### src/rtl/mem_bckdr_arb.sv
// Two-requester burst arbiter driving a single-port backdoor memory interface.
// Define MEM_BCKDR_ARB_PRIO_EN for fixed priority (requester 0 wins); default is round-robin.
module mem_bckdr_arb #(
   parameter int unsigned AW = 32,
   parameter int unsigned DW = 32
) (
   input  logic            wb_clk,
   input  logic            wb_rst,
   input  logic [1:0]      req_valid,
   input  logic [1:0]      req_write,
   input  logic [2*AW-1:0] req_addr,
   input  logic [7:0]      req_len,
   output logic [1:0]      req_ready,
   input  logic [2*DW-1:0] wdata,
   input  logic [1:0]      wvalid,
   output logic [1:0]      wready,
   output logic [DW-1:0]   rd_data,
   output logic            rd_valid,
   output logic            rd_id,
   output logic [AW-1:0]   bd_addr,
   output logic [DW-1:0]   bd_data_o,
   output logic            bd_read,
   output logic            bd_write,
   input  logic [DW-1:0]   bd_data_i,
   output logic            busy
);

   typedef enum logic [2:0] {IDLE, WR, RD, RD_TAIL, GAP} state_t;

   state_t          state_q, state_d;
   logic            g_q, g_d;
   logic            rr_q, rr_d;
   logic [AW-1:0]   addr_q, addr_d;
   logic [3:0]      len_q, len_d;
   logic [3:0]      cnt_q, cnt_d;
   logic [AW-1:0]   bd_addr_q, bd_addr_d;
   logic [DW-1:0]   bd_data_q, bd_data_d;
   logic            bd_read_q, bd_read_d;
   logic            bd_write_q, bd_write_d;
   logic            rd_valid_q, rd_valid_d;
   logic [DW-1:0]   rd_data_q, rd_data_d;
   logic            rd_id_q, rd_id_d;
   logic [1:0]      wready_q, wready_d;
   logic            busy_q, busy_d;
   logic [1:0]      req_ready_c;
   logic            grant;

   // Winner among current requests; rr_q holds the last granted requester.
   always_comb begin
`ifdef MEM_BCKDR_ARB_PRIO_EN
      grant = ~req_valid[0];
`else
      grant = (&req_valid) ? ~rr_q : req_valid[1];
`endif
   end

   always_comb begin
      state_d     = state_q;
      g_d         = g_q;
      rr_d        = rr_q;
      addr_d      = addr_q;
      len_d       = len_q;
      cnt_d       = cnt_q;
      bd_addr_d   = bd_addr_q;
      bd_data_d   = bd_data_q;
      bd_read_d   = 1'b0;
      bd_write_d  = 1'b0;
      req_ready_c = 2'b00;
      // Read data returns one cycle after each bd_read cycle.
      rd_valid_d  = bd_read_q;
      rd_data_d   = bd_read_q ? bd_data_i : rd_data_q;
      rd_id_d     = bd_read_q ? g_q : rd_id_q;

      case (state_q)
         IDLE: begin
            if (|req_valid) begin
               req_ready_c = grant ? 2'b10 : 2'b01;
               g_d         = grant;
               rr_d        = grant;
               addr_d      = grant ? req_addr[2*AW-1:AW] : req_addr[AW-1:0];
               len_d       = grant ? req_len[7:4] : req_len[3:0];
               cnt_d       = 4'd0;
               state_d     = req_write[grant] ? WR : RD;
            end
         end
         WR: begin
            if (wvalid[g_q]) begin
               bd_write_d = 1'b1;
               bd_data_d  = g_q ? wdata[2*DW-1:DW] : wdata[DW-1:0];
               bd_addr_d  = addr_q;
               addr_d     = addr_q + AW'(1);
               if (cnt_q == len_q) state_d = GAP;
               else                cnt_d   = cnt_q + 4'd1;
            end
         end
         RD: begin
            bd_read_d = 1'b1;
            bd_addr_d = addr_q;
            addr_d    = addr_q + AW'(1);
            if (cnt_q == len_q) state_d = RD_TAIL;
            else                cnt_d   = cnt_q + 4'd1;
         end
         RD_TAIL: state_d = GAP;
         GAP:     state_d = IDLE;
         default: state_d = IDLE;
      endcase

      wready_d = (state_d == WR) ? (g_d ? 2'b10 : 2'b01) : 2'b00;
      busy_d   = (state_d != IDLE);
   end

   always_ff @(posedge wb_clk) begin
      if (wb_rst) begin
         state_q    <= IDLE;
         g_q        <= 1'b0;
         rr_q       <= 1'b1;
         addr_q     <= '0;
         len_q      <= 4'd0;
         cnt_q      <= 4'd0;
         bd_addr_q  <= '0;
         bd_data_q  <= '0;
         bd_read_q  <= 1'b0;
         bd_write_q <= 1'b0;
         rd_valid_q <= 1'b0;
         rd_data_q  <= '0;
         rd_id_q    <= 1'b0;
         wready_q   <= 2'b00;
         busy_q     <= 1'b0;
      end else begin
         state_q    <= state_d;
         g_q        <= g_d;
         rr_q       <= rr_d;
         addr_q     <= addr_d;
         len_q      <= len_d;
         cnt_q      <= cnt_d;
         bd_addr_q  <= bd_addr_d;
         bd_data_q  <= bd_data_d;
         bd_read_q  <= bd_read_d;
         bd_write_q <= bd_write_d;
         rd_valid_q <= rd_valid_d;
         rd_data_q  <= rd_data_d;
         rd_id_q    <= rd_id_d;
         wready_q   <= wready_d;
         busy_q     <= busy_d;
      end
   end

   assign req_ready = req_ready_c;
   assign wready    = wready_q;
   assign rd_data   = rd_data_q;
   assign rd_valid  = rd_valid_q;
   assign rd_id     = rd_id_q;
   assign bd_addr   = bd_addr_q;
   assign bd_data_o = bd_data_q;
   assign bd_read   = bd_read_q;
   assign bd_write  = bd_write_q;
   assign busy      = busy_q;

endmodule

### config.mk
export PLATFORM = sky130hd
export DESIGN_NAME = mem_bckdr_arb
export DESIGN_NICKNAME = d
export VERILOG_FILES = /design/src/rtl/mem_bckdr_arb.sv
export SDC_FILE = /design/constraint.sdc
export NUM_CORES = 1
export LEC_CHECK = 0
export CAP_MARGIN = 10
export CORE_MARGIN = 2
export CORE_UTILIZATION = 44
export DETAILED_ROUTE_END_ITERATION = 10
export PLACE_DENSITY = 0.91
export SLEW_MARGIN = 20
export SYNTH_ARGS = -nofsm -noshare
export SYNTH_HDL_FRONTEND = slang
export SYNTH_SLANG_ARGS = --single-unit
### constraint.sdc
create_clock -name wb_clk -period 2.45 [get_ports wb_clk]
set_input_delay 0.49 -clock wb_clk [delete_from_list [all_inputs] [get_ports wb_clk]]
set_output_delay 0.49 -clock wb_clk [all_outputs]
set_load 0.01 [all_outputs]
==> results.ini <==
[status]
status=complete, no violations

[routing]
first_pass_iters=5
wl_met3_mm=1.59
ant_nets=0
dr.max_layer_used=met4
drcViolationCount=0
vias=7276
drt-total-wl_mm=21.8
dr_wl_met2_mm=10.6
wl_met1_mm=8.95
vias_per_cell=5.45
drtIter0Drc=598
wl_per_cell_um=16.4

[cts]
cts_tree=built
postCtsSetupBuffers=0
clk_pin_slew_ns=0.06
ctsHoldBuffers=0
htreeDepth=4
root_buffer=clkbuf_16
clkLatencyLatePin_ns=0.42
clock_path_buffers=2
cts_buffers=17
cts.sinks=148

[global_route]
antenna_found_initial=0
grtUsageTotal_pct=25.2
grt_max_degree=57
grt_pass1_vias=6641
grt_remaining_overflow=0
grt_pass1_wl_mm=33.3

[logic_synthesis]
synthesis.nets=1026
synth_compound_area_share_pct=17.1
syn_inst=848
synth-edff-count=0
mappedNetlistArea_mm2=0.00688
synth_xor_area_share_pct=0.891
seq_area_frac_synth_pct=43.1
yosysWarnings=0
synth-simple-area-share_pct=23.0
synth.area.mux_share_pct=11.1
synth_cell_types=56
synth-adder-area-share_pct=0.364
synth_top_family_by_area=simple AND/OR/NAND/NOR gates
syn_avg_cell_area_um2=8.11
async_flop_share_pct=0
synth_ff_type=dfxtp_1
ys_seq_elements=148

[critical_path]
reg2reg_to=addr_q[29]
startpoint_type=flip-flop
slowest_delay_ns=0.54
path_cells=nor3_4 -> o21ai_1 -> nor2_1 -> clkdlybuf4s50_1
reg2reg_depth=5
cp.arrival_ns=1.84
critPathMaxFanout=8
critical-path-top-delay-family=buffers and inverters
crit_required_ns=1.96
critPathBufInv=1
path_class=flip-flop to output pin
rrSetupSlack_ns=0.29
r2r_start=addr_q[2]
cp-end-kind=output pin
critPathSlowestCell=clkdlybuf4s50_1

[die]
dieArea_mm2=0.0167
fp.dieH_um=129
core_mm2=0.0153
die_width_um=129
start_util_pct=45.1
rows=45
io_pins=281

[sta]
worst_pin_slew_ns=0.640
finalHoldViolCount=0
final.setup.tns_ns=0
max_freq_ghz=0.429
setup_slack_ns=0.121
setup_viol=0
drv_slew=0
fin_skew_ns=0.00659
fin_crit_ns=2.33
slew_headroom_pct=57.4
period_share_pct=95.1

[min_path]
hold_depth=2
min_to=bd_addr[27]
hp-class=input port to flip-flop
worstHoldStart=wb_rst

[cells_and_area]
num-fill-cells=1197
nets=1290
drive_above_1_share_pct=7.38
diodes=0
area_growth_pct=53.5
utilization_pct=69.2

[placement]
dp_hpwl_mm=16.2
io_buffers=280
pre_cts_ws_ns=-0.0361
globalplace.congestion=0.951

[pwr]
max-vdd-ir-drop_v=0.000524
power_leakage_nw=3.77
power_density_mw_per_mm2=810

[flow_run]
drv_cap=0

[through the flow]
step / power [mW] / cell area (µm²) / hold WS, ns / std cells
4_1_cts: 8.54 / 10600 / 0.413 / 1335
6_report: 8.55 / 10600 / 0.426 / 1335
3_5_place_dp: 6.04 / 9970 / 0.447 / 1304
5_1_grt: 8.99 / 10600 / 0.434 / 1335
2_1_floorplan: 4.79 / 6880 / 0.454 / 848
3_3_place_gp: 5.97 / 9970 / 0.442 / 1304
[worst register-to-register path: stages, from the launching register on]
cell	delay, ns
dfxtp_1	0.44
nand4_1	0.24
nor4_1	0.51
nand4_1	0.30
or4_1	0.52
nand3_1	0.09
[cell usage in the layout (no fill, tap or decap), types with 23 or more instances in the layout]
cell,instances
a211oi_1,36
a21oi_1,81
buf_4,32
clkdlybuf4s50_1,277
dfxtp_1,145
mux2i_1,73
nand2_1,147
nand3_1,29
nor2_1,95
o21ai_0,23
[where the power goes]
| part | switching [mW] | internal [mW] |
|---|---|---|
| Sequential | 0.382 | 2.80 |
| Clock | 1.07 | 1.43 |
| Combinational | 1.51 | 1.36 |
[final cells by class]
cell class / count / area, µm² / area share, %
inverters: 4 / 15.0 / 0.142
clock buffers: 18 / 439 / 4.16
well taps: 211 / 264 / 2.50
clock inverters: 13 / 126 / 1.20
flip-flops and latches: 148 / 2970 / 28.1
multi-input cells: 627 / 3650 / 34.6
repair buffers: 314 / 3090 / 29.3
[cells by family (layout without fill, tap and decap cells)]
| family | Yosys count | after routing |
|---|---|---|
| xor+xnor | 7 | 7 |
| buf+inv | 73 | 349 |
| flops | 148 | 148 |
| mux | 76 | 76 |
| fa+ha+maj | 2 | 2 |
| simple gates | 355 | 355 |
| compound gates | 187 | 187 |
[sequential cells by signal, summed over array words and instances, names as in the netlist]
name / flops
rd_id: 1
state_q: 3
addr_q: 32
g_q: 1
bd_write: 1
wready: 2
rd_valid: 1
bd_read: 1
busy: 1
cnt_q: 4
rr_q: 1
rd_data: 32
len_q: 4
bd_addr: 32
bd_data_o: 32
[worst max-delay path by stage]
stage | from | endpoint | depth (start not counted)
final | state_q[0] | req_ready[0] | 4
after floorplan | req_valid[1] | addr_q[30] | 7
after CTS | state_q[2] | req_ready[0] | 4
after detailed placement | req_valid[1] | req_ready[1] | 4
after global routing | state_q[2] | req_ready[0] | 4
after global placement | req_valid[1] | req_ready[1] | 4
[what timing repair did]
item / CTS / global route
pin swaps: 0 / 1
setup endpoints to repair: 2 / 1
gates resized for setup: 3 / 3
cloned: 0 / 0
[synth_stat cells, types with 13 or more instances]
cell type  instances  area, µm²
nor3_1            22        110
o21ai_0           23        115
mux2i_1           73        731
clkbuf_1          44        165
nand3_1           29        145
a211oi_1          36        270
nand2_1          147        552
nor2_1            97        364
nand4_1           13       81.3
a21oi_1           81        405
dfxtp_1          148       2960
buf_2             16       80.1
[routing by layer]
metal | track usage, % | vias up
met2 | 41.7 | 323
met5 | 0 | -
met1 | 31.8 | 3383
met4 | 11.6 | 0
met3 | 5.16 | 44
li1 | - | 3526
(Power assumes the default switching activity.)
